**config.mk**
```make
export PLATFORM = sky130hd
export DESIGN_NAME = pwl_sample_mixer
export DESIGN_NICKNAME = d
export VERILOG_FILES = /design/src/rtl/pwl_sample_mixer.sv
export SDC_FILE = /design/constraint.sdc
export NUM_CORES = 1
export LEC_CHECK = 0
export ABC_AREA = 0
export CAP_MARGIN = 5
export CORE_AREA = 2 2 77 79
export CTS_CLUSTER_DIAMETER = 200
export CTS_CLUSTER_SIZE = 14
export DETAILED_ROUTE_END_ITERATION = 8
export DIE_AREA = 0 0 79 81
export HOLD_SLACK_MARGIN = 0.15
export PLACE_DENSITY = 0.74
export SETUP_SLACK_MARGIN = 0.15
export SLEW_MARGIN = 25
export SYNTH_ARGS = -nofsm -noshare
export SYNTH_HDL_FRONTEND = slang
export SYNTH_SLANG_ARGS = --single-unit
```
**constraint.sdc**
```tcl
create_clock -name clk -period 1.94 [get_ports clk]
set_input_delay 0.388 -clock clk [delete_from_list [all_inputs] [get_ports clk]]
set_output_delay 0.388 -clock clk [all_outputs]
set_load 0.01 [all_outputs]
```
**src/rtl/pwl_sample_mixer.sv**
```systemverilog
`default_nettype none
// ============================================================================
// Module      : pwl_sample_mixer
// Description : Sums one signed sample per channel per frame into an 8-bit
//               offset-binary level driving double-buffered PWM and 1st-order PDM.
// Revision    : 1.0 - initial release
// ============================================================================
module pwl_sample_mixer #(
    parameter int NUM_CHANNELS = 4,
    parameter int CH_BITS      = 2,
    parameter int SAMPLE_BITS  = 10,
    parameter int OUT_BITS     = 8
) (
    input  logic                   clk,
    input  logic                   reset,
    input  logic                   in_valid,
    output logic                   in_ready,
    input  logic [CH_BITS-1:0]     in_channel,
    input  logic [SAMPLE_BITS-1:0] in_sample,
    input  logic                   in_last,
    output logic [OUT_BITS-1:0]    out_sample,
    output logic                   out_strobe,
    output logic                   pwm_out,
    output logic                   pdm_out,
    output logic                   mix_error
);

    localparam int c_ACC_BITS = SAMPLE_BITS + CH_BITS;
    localparam logic [OUT_BITS-1:0] c_OFFSET = {1'b1, {(OUT_BITS-1){1'b0}}};
    localparam logic [0:0] c_ST_ACCUM = 1'b0;
    localparam logic [0:0] c_ST_DRAIN = 1'b1;

    logic [0:0]              r_state;
    logic [0:0]              w_state_nxt;
    logic [c_ACC_BITS-1:0]   r_acc;
    logic [NUM_CHANNELS-1:0] r_mask;
    logic [OUT_BITS-1:0]     r_out_sample;
    logic                    r_out_strobe;
    logic                    r_mix_error;
    logic [OUT_BITS-1:0]     r_pwm_cnt;
    logic [OUT_BITS-1:0]     r_pwm_level;
    logic                    r_pwm_out;
    logic [OUT_BITS-1:0]     r_sd_acc;
    logic                    r_pdm_out;

    logic                    w_xfer;
    logic                    w_dup;
    logic [c_ACC_BITS-1:0]   w_sample_ext;
    logic [OUT_BITS-1:0]     w_level;
    logic [OUT_BITS:0]       w_sd_sum;

    assign in_ready     = (r_state == c_ST_ACCUM);
    assign w_xfer       = in_valid && in_ready;
    assign w_dup        = r_mask[in_channel];
    assign w_sample_ext = {{CH_BITS{in_sample[SAMPLE_BITS-1]}}, in_sample};

    // Arithmetic floor shift of the sum is just its top OUT_BITS bits.
    assign w_level  = r_acc[c_ACC_BITS-1 -: OUT_BITS] + c_OFFSET;
    assign w_sd_sum = {1'b0, r_sd_acc} + {1'b0, r_out_sample};

    always_comb begin
        w_state_nxt = r_state;
        case (r_state)
            c_ST_ACCUM: if (w_xfer && in_last) w_state_nxt = c_ST_DRAIN;
            c_ST_DRAIN: w_state_nxt = c_ST_ACCUM;
            default:    w_state_nxt = c_ST_ACCUM;
        endcase
    end

    always_ff @(posedge clk) begin
        if (reset) begin
            r_state      <= c_ST_ACCUM;
            r_acc        <= '0;
            r_mask       <= '0;
            r_out_sample <= c_OFFSET;
            r_out_strobe <= 1'b0;
            r_mix_error  <= 1'b0;
        end else begin
            r_state      <= w_state_nxt;
            r_out_strobe <= 1'b0;
            if (r_state == c_ST_DRAIN) begin
                r_out_sample <= w_level;
                r_out_strobe <= 1'b1;
                r_acc        <= '0;
                r_mask       <= '0;
            end else if (w_xfer) begin
                if (w_dup) begin
                    r_mix_error <= 1'b1;
                end else begin
                    r_acc              <= r_acc + w_sample_ext;
                    r_mask[in_channel] <= 1'b1;
                end
            end
        end
    end

    // The level is only reloaded at the period boundary so a period is never split.
    always_ff @(posedge clk) begin
        if (reset) begin
            r_pwm_cnt   <= '0;
            r_pwm_level <= c_OFFSET;
            r_pwm_out   <= 1'b0;
        end else begin
            r_pwm_cnt <= r_pwm_cnt + 1'b1;
            if (&r_pwm_cnt) r_pwm_level <= r_out_sample;
            r_pwm_out <= (r_pwm_cnt < r_pwm_level);
        end
    end

    always_ff @(posedge clk) begin
        if (reset) begin
            r_sd_acc  <= '0;
            r_pdm_out <= 1'b0;
        end else begin
            r_sd_acc  <= w_sd_sum[OUT_BITS-1:0];
            r_pdm_out <= w_sd_sum[OUT_BITS];
        end
    end

    assign out_sample = r_out_sample;
    assign out_strobe = r_out_strobe;
    assign mix_error  = r_mix_error;
    assign pwm_out    = r_pwm_out;
    assign pdm_out    = r_pdm_out;

endmodule
`default_nettype wire

```
# Word level (Yosys, flattened, before mapping)
# Index checks and enable logic that the tools add are counted.
# classes
order_cmp	3
bitwise	3
addsub	4
n_reduce_logical	7
mux	7
# op_table
op	n
adder 12 bit	1
adder 8 x 8 -> 9 bit	1
adder 8 x 1 -> 8 bit (second input constant)	1
adder 8 bit (second input constant)	1
less-than comparator 8 bit	1
AND reduction 8 bit	1
two-way mux 1 bit	4
bitwise OR 4 bit	1
logical AND 1 bit	3
less-than comparator 2 x 3 -> 1 bit (second input constant)	1
AND reduction 3 bit	1
binary-select mux 1 bit (select 2 bit)	1
demux 1 bit (select 2 bit)	1
greater-or-equal comparator 2 x 1 -> 1 bit (second input constant)	1
NOT 1 bit	2
one-hot mux 1 bit (2 select lines)	1
AND reduction 2 bit	1
OR reduction 2 bit	1
# word_totals
ff_bits	53
out_inout_bits	13
elab_cells	35
in_bits	16

# Depth between registers and ports, before layout
# Gate-level depths: netlist (run 1).
# logic_depth
depth_word	5
ltp_mapped	8
mapped_depth_nobuf	8

# Worst setup path after synthesis (run 1)
# OpenSTA, ideal clock, no wires.
# synth_timing
kind	input to register
from	input port in_sample[6]
to	register r_acc[11]
required_time_ps	1817
setup_time_ps	123
arrival_time_ps	1918
path_stages	7
path_slack_ps	-101
n_path_buf	0
path_cell_list	ha_1 -> a21o_1 -> a221oi_2 -> a21bo_1 -> a311o_1 -> nand3_1 -> o211ai_2
# synth_between
elab_chain_len	1
# synth_lines
element	line	text
from (decl)	19	input logic [SAMPLE_BITS-1:0] in_sample,
adder 12 bit	90	r_acc <= r_acc + w_sample_ext;
to (signal assigned)	90	
to (decl)	35	logic [c_ACC_BITS-1:0] r_acc;
# Every way passes these cells.
# A chain may end at the register's enable or synchronous reset.

# Final worst setup path (run 1)
# layout_timing
from	input port in_sample[2]
to	register r_acc[9]
# Same word-level chain as after synthesis.

==> flow_summary.toml, run 1 <==
[grt]
gr-total-overflow = 0
grt_max_degree = 16
grt_use_total_pct = 20.2
grt_pass1_vias = 2319
antenna_found_initial = 0
grt_pass1_wl_um = 10300

[setup_path]
worst-setup-path-type = "in2reg"
startpoint_type = "input port"
critPathLaunch = "in_sample[2]"
crit_path_top_delay_cell = "clkdlybuf4s50_1"
arrival_ns = 2.13
crit_required_ns = 2.17
slowest_delay_ns = 0.51
critical_path.endpoint = "r_acc[9]"
ff2ff_setup_slack_ns = 0.06
crit_chain = "clkdlybuf4s50_1 -> ha_4 -> o21ai_1 -> nor2_2 -> a21bo_1 -> buf_6 -> a21oi_4 -> nand4_1 -> o221ai_2"
end_kind = "flop"
cp_max_fo = 4
worstReg2RegStart = "r_acc[4]"
reg2reg_to = "r_acc[9]"
r2r_cells = 8

[final_layout]
drive_gt1_share_pct = 26.0
fin_nets = 417
fin_util_pct = 65.8
area_delta_synth_final_pct = 35.1
diodes = 0

[routing]
wire_per_inst_um = 13.3
drtIter0Drc = 68
drtPass1Iterations = 4
routed_wl_um = 5960
ant_nets = 0
via_per_inst = 5.17
route.detailed.drc = 0
vias = 2316

[timing]
min_period_ns = 1.90
hold_viol_final = 0
setup_ws_ns = 0.0392
skew_ns = 0.00323
max_slew.worst_pin.slew_ns = 0.292
drv_slew = 0
max-slew-margin-rel_pct = 80.5
fmax_ghz = 0.526
rsz0062_at_grt = "true"
setup_viol = 0
setup-tns-final_ns = 0
period_share_pct = 98.0

[logic_synthesis]
synth_seq_area_share_pct = 38.4
yosysTopAreaCell = "dfxtp_1"
avgSynthCellArea_um2 = 9.31
yosys-top-cells-area = "dfxtp_1 (38%), ha_1 (12%), nor2_1 (6.4%)"
async_flop_share_pct = 0
synth_warnings = 0
synthDistinctLibCells = 50
ys_ff_latch = 53
synth_top_area_share_pct = 38.4
synth_ff_type = "dfxtp_1"
syn-num-nets = 342
synth_cells = 297
synth_area_mm2 = 0.00277
synth-edff-count = 0

[clocking]
worstSkewPairLatency_ns = 0.30
cts-root-buf = "clkbuf_8"
clock_sinks = 53
cts_buffer_depth = 2
h-tree-depth = 2
numCtsBuffers = 5
cts-hold-fix-buffers = 0
cts_tree = "yes"
cts.clk_slew.worst_paths_ns = 0.09

[place]
dp_hpwl_um = 4560
portBuffers = 28
pre_cts_slack_ns = -0.531
routabilityCongestion = 0.772

[die]
fp.dieW_um = 79
die_h_um = 81
core-area_mm2 = 0.00568
io_pins = 29
start_util_pct = 48.7
die-area_mm2 = 0.00640
num_rows = 28

[power]
total_leakage_power_uw = 0.00158
vdd_drop_max_mv = 0.363
power.density_mw_per_mm2 = 659

[worst_hold_path]
hp-class = "reg2reg"

[flow_run]
cap_viol_max_count = 0

[status]
outcome = "finished clean"
## state kept, by name, indices dropped and copies added (netlist names)
signal and count:
pwm_out 1, out_sample 8, out_strobe 1, r_acc 12
pdm_out 1, r_mask 4, mix_error 1, r_pwm_cnt 8
r_sd_acc 8, r_state 1, r_pwm_level 8
## cells in the mapped netlist (3+ instances only)
library cell  count
and3_1            4
a211oi_1          4
a21o_1            9
a31oi_1           6
nand2b_1          3
o21bai_1          3
nor2_1           47
a21oi_1          10
ha_1             27
nor2b_1           3
mux2i_1          17
dfxtp_1          53
inv_1            15
clkbuf_1          3
o211ai_1          3
xor2_1            7
xnor2_1           9
o21ai_0           8
o22ai_1           5
nand3_1           5
nand2_1          20
## critical path, delay by kind of cell
| kind | cells | cell delay [ns] |
|---|---|---|
| AOI/OAI and AO/OA | 4 | 0.65 |
| buffers and inverters | 2 | 0.63 |
| adders and majority gates | 1 | 0.23 |
| and+or+nand+nor | 2 | 0.23 |
## cells by family (layout without fill, tap and decap cells)
family          count (synthesis)  count (layout)  synth area share, %
compound gates                 63              63                 16.3
xor+xnor                       16              16                 5.07
fa+ha+maj                      29              29                 13.7
buf+inv                        24             100                 4.21
flops                          53              53                 38.4
mux                            18              18                 6.97
simple gates                   94              94                 15.4
## per-stage QoR
step	hold WS, ns	power [uW]	cell area [um^2]	instances
detailed placement	0.465	1810	3500	431
floorplan	0.425	1570	2870	297
global placement	0.442	1790	3500	431
CTS	0.486	2430	3650	445
global route	0.515	2600	3740	448
finish	0.478	2460	3740	448
## worst min path at each step
stage | startpoint | endpoint | cells after the start
global route | r_mask[2] | r_mask[2] | 2
floorplan | r_pwm_cnt[0] | r_pwm_cnt[0] | 1
detailed placement | r_mask[3] | r_mask[3] | 2
finish | r_pwm_cnt[0] | r_pwm_cnt[0] | 1
global placement | r_pwm_cnt[0] | r_pwm_cnt[0] | 1
CTS | r_mask[3] | r_mask[3] | 2
## final cells by class
cell class,count,area (um^2)
clock buffers,6,72.6
clock inverters,2,10.0
fillers,492,1940
inverters,15,56.3
multi-input cells,220,1770
flip-flops and latches,53,1070
well taps,75,93.8
repair buffers,77,657
## what timing repair did
item / in CTS / in global routing
gates resized for setup: 20 / 13
setup buffers: 6 / 3
setup endpoints to repair: 14 / 8
pin swaps: 18 / 13
## report_power, final
part / total (uW) / internal, uW / switching [uW] / leakage, uW
clock: 600 / 251 / 349 / 0.0000450
sequential: 1190 / 1150 / 47.3 / 0.000435
combinational: 668 / 365 / 303 / 0.00110
total: 2460 / 1760 / 699 / 0.00158
## cells in the final DEF, fill, tap and decap left out, types with 3 or more instances in the layout
cell             count
o211ai_1             3
a21o_1               9
nand2b_1             3
nor2b_1              3
ha_4                 7
and3_1               3
a21oi_4              3
o22ai_1              5
dfxtp_1             45
clkbuf_8             5
dfxtp_2              7
inv_1               15
ha_1                19
nor2_1              46
buf_4               47
dlygate4sd2_1        6
a211oi_1             4
xnor2_1              9
clkdlybuf4s50_1     20
a21oi_1              6
nand2_1             19
mux2i_1             17
nand3_1              5
xor2_1               7
a31oi_1              5
o21ai_0              6
## layer usage
| metal | GRT usage, % | up-vias | wire (um) |
|---|---|---|---|
| met1 | 23.6 | 1083 | 2620 |
| met3 | 3.33 | 7 | 126 |
| li1 | - | 1197 | - |
| met4 | 6.03 | 0 | 70 |
| met5 | 0 | - | 0 |
| met2 | 37.8 | 29 | 3140 |
(Power assumes the default switching activity.)
==> inputs of run 2 (changes only) <==
--- a/config.mk
+++ b/config.mk
@@ -15,7 +15,7 @@
 export HOLD_SLACK_MARGIN = 0.15
 export PLACE_DENSITY = 0.74
 export SETUP_SLACK_MARGIN = 0.15
-export SLEW_MARGIN = 25
+export SLEW_MARGIN = 20
 export SYNTH_ARGS = -nofsm -noshare
 export SYNTH_HDL_FRONTEND = slang
 export SYNTH_SLANG_ARGS = --single-unit
==> results of run 2 <==
Same layout as run 1: the final DEF is identical, and so are final timing and power.
==> inputs of run 3 (changes only) <==
--- a/config.mk
+++ b/config.mk
@@ -7,13 +7,12 @@
 export LEC_CHECK = 0
 export ABC_AREA = 0
 export CAP_MARGIN = 5
-export CORE_AREA = 2 2 77 79
+export CORE_AREA = 2 2 107 109
 export CTS_CLUSTER_DIAMETER = 200
 export CTS_CLUSTER_SIZE = 14
 export DETAILED_ROUTE_END_ITERATION = 8
-export DIE_AREA = 0 0 79 81
+export DIE_AREA = 0 0 109 111
 export HOLD_SLACK_MARGIN = 0.15
-export PLACE_DENSITY = 0.74
 export SETUP_SLACK_MARGIN = 0.15
 export SLEW_MARGIN = 20
 export SYNTH_ARGS = -nofsm -noshare
==> run 3 against run 2 <==
Register-to-register slack got worse by 0.02 ns. Power grew 13%. Utilization down 31 points. Sequential share of layout area shrank 1.2 points. Maximum frequency grew 0.25%. Cell count up 14%. Critical path type is now reg2reg. Critical endpoint is now r_acc[11]. Highest routed layer unchanged.
==> flow_summary.toml, run 3 (same netlist as run 1, synthesis figures left out) <==
[status]
outcome = "finished clean"

[timing]
whs_ns = 0.459
rsz0062_at_grt = "true"
drv_slew = 0
max_slew.worst_pin.slew_ns = 0.459
period_share_pct = 97.7
min_period_ns = 1.90
setup_viol = 0
max-slew-margin-rel_pct = 69.4
hold_viol_final = 0
fmax_ghz = 0.527
skew_ns = 0.00745

[final_layout]
area_delta_synth_final_pct = 40.8
seq_area_mm2 = 0.00107
largest_reg_flops = 12
fillers = 1096
drive_gt1_share_pct = 25.3
top_register = "r_acc"
multiInputGateArea_mm2 = 0.00179
fin_util_pct = 35.2
finalNonFillerCells = 511
layout_common_cells = "nor2_1 (47), dfxtp_1 (47), buf_4 (39)"
diodes = 0
fin_nets = 412

[setup_path]
arrival_ns = 2.08
crit_required_ns = 2.12
worst-setup-path-type = "reg2reg"
cp_max_fo = 4
end_kind = "flop"
startpoint_type = "flop"

[power]
p_comb_share_pct = 23.7
pwr-share-seq_pct = 43.0
power.density_mw_per_mm2 = 712
clockPowerShare_pct = 33.3
total_power_uw = 2770
p_sw_share_pct = 28.2
total_leakage_power_uw = 0.00160
intPower_uw = 1990
p_switching_uw = 782
vdd_drop_max_mv = 0.380

[place]
dp_hpwl_um = 4680
post-place-cells = 494
portBuffers = 28
routabilityCongestion = 0.802

[grt]
gr-total-overflow = 0
antenna_found_initial = 0
grt_max_degree = 19
grt_pass1_vias = 2368
grt_use_total_pct = 10.9
grt_pass1_wl_um = 10900

[clocking]
cts_buffer_depth = 2
cts-hold-fix-buffers = 0
numCtsBuffers = 5
cts.clk_slew.worst_paths_ns = 0.07
h-tree-depth = 2
clock_sinks = 53
cts_tree = "yes"
cts-root-buf = "clkbuf_16"
worstSkewPairLatency_ns = 0.30

[die]
start_util_pct = 25.0
die-area_mm2 = 0.0121
fp.dieW_um = 109
io_pins = 29
die_h_um = 111
core-area_mm2 = 0.0111
num_rows = 39

[routing]
ant_nets = 0
vias = 2336
drtPass1Iterations = 4
via_per_inst = 4.57
routed_wl_um = 6300
wire_per_inst_um = 12.3
route.detailed.drc = 0
drtIter0Drc = 45

[worst_hold_path]
hp-class = "reg2reg"

[flow_run]
cap_viol_max_count = 0
run 3: cell types whose count changed in the layout (fill, tap and decap cells not counted), moves of 4 or more:
| cell | delta |
|---|---|
| buf_4 | -8 |
| clkbuf_16 | +5 |
| clkbuf_8 | -5 |
| a21oi_2 | +4 |
run 3: stage by stage:
step | TNS (ns) | instance area, um^2 | worst slack [ns]
2_1_floorplan | 0 | 2870 | 0.0999
3_3_place_gp | -4.63 | 3570 | -0.512
3_5_place_dp | -4.91 | 3570 | -0.515
4_1_cts | -0.0341 | 3780 | -0.0341
5_1_grt | -0.0803 | 3900 | -0.0573
6_report | 0 | 3900 | 0.0439
run 3: per-layer routing:
layer  GRT usage (%)  vias up  share of wire, %
met4            2.14        0              0.67
met2            19.7       27                51
met3            2.41        5               3.0
li1                -     1185                 -
met1            13.2     1119                45
met5               0        -                 0
run 3: repair_timing:
action / 4_1_cts / 5_1_grt
buffers inserted: 5 / 4
setup endpoints to repair: 13 / 13
pin swaps: 20 / 14
gates resized for setup: 17 / 19
run 3: path summary, 6_finish.rpt:
path	start	endpoint	slack (ns)	cells after the start
worst min-delay path	r_pwm_cnt[0]	r_pwm_cnt[0]	0.46	1
worst min register to register	r_pwm_cnt[0]	r_pwm_cnt[0]	0.46	1
worst max-delay path	r_acc[7]	r_acc[11]	0.04	7
worst max register to register	r_acc[7]	r_acc[11]	0.04	7
run 3: power groups by stage:
stage               sequential, uW  combinational (uW)  clock, uW
floorplan                     1210                 359          0
global placement              1210                 577          0
detailed placement            1210                 588          0
CTS                           1190                 609        945
global route                  1200                 728        994
finish                        1190                 657        924
run 3: worst max-delay path, cell delays in order, from the launching register on:
cell      delay (ns)
dfxtp_1         0.40
ha_4            0.24
and3_4          0.16
a221oi_2        0.26
a21bo_1         0.27
a311o_1         0.31
nand3_2         0.08
o211ai_2        0.07
run 3: final cells by class:
cell class                 count  share of cell area (%)
clock buffer                   5                    3.21
inverter                      15                    1.45
tap                          143                    4.59
multi-input combinational    220                    45.9
sequential                    53                    27.5
timing repair buffer          72                    16.8
clock inverter                 3                   0.642
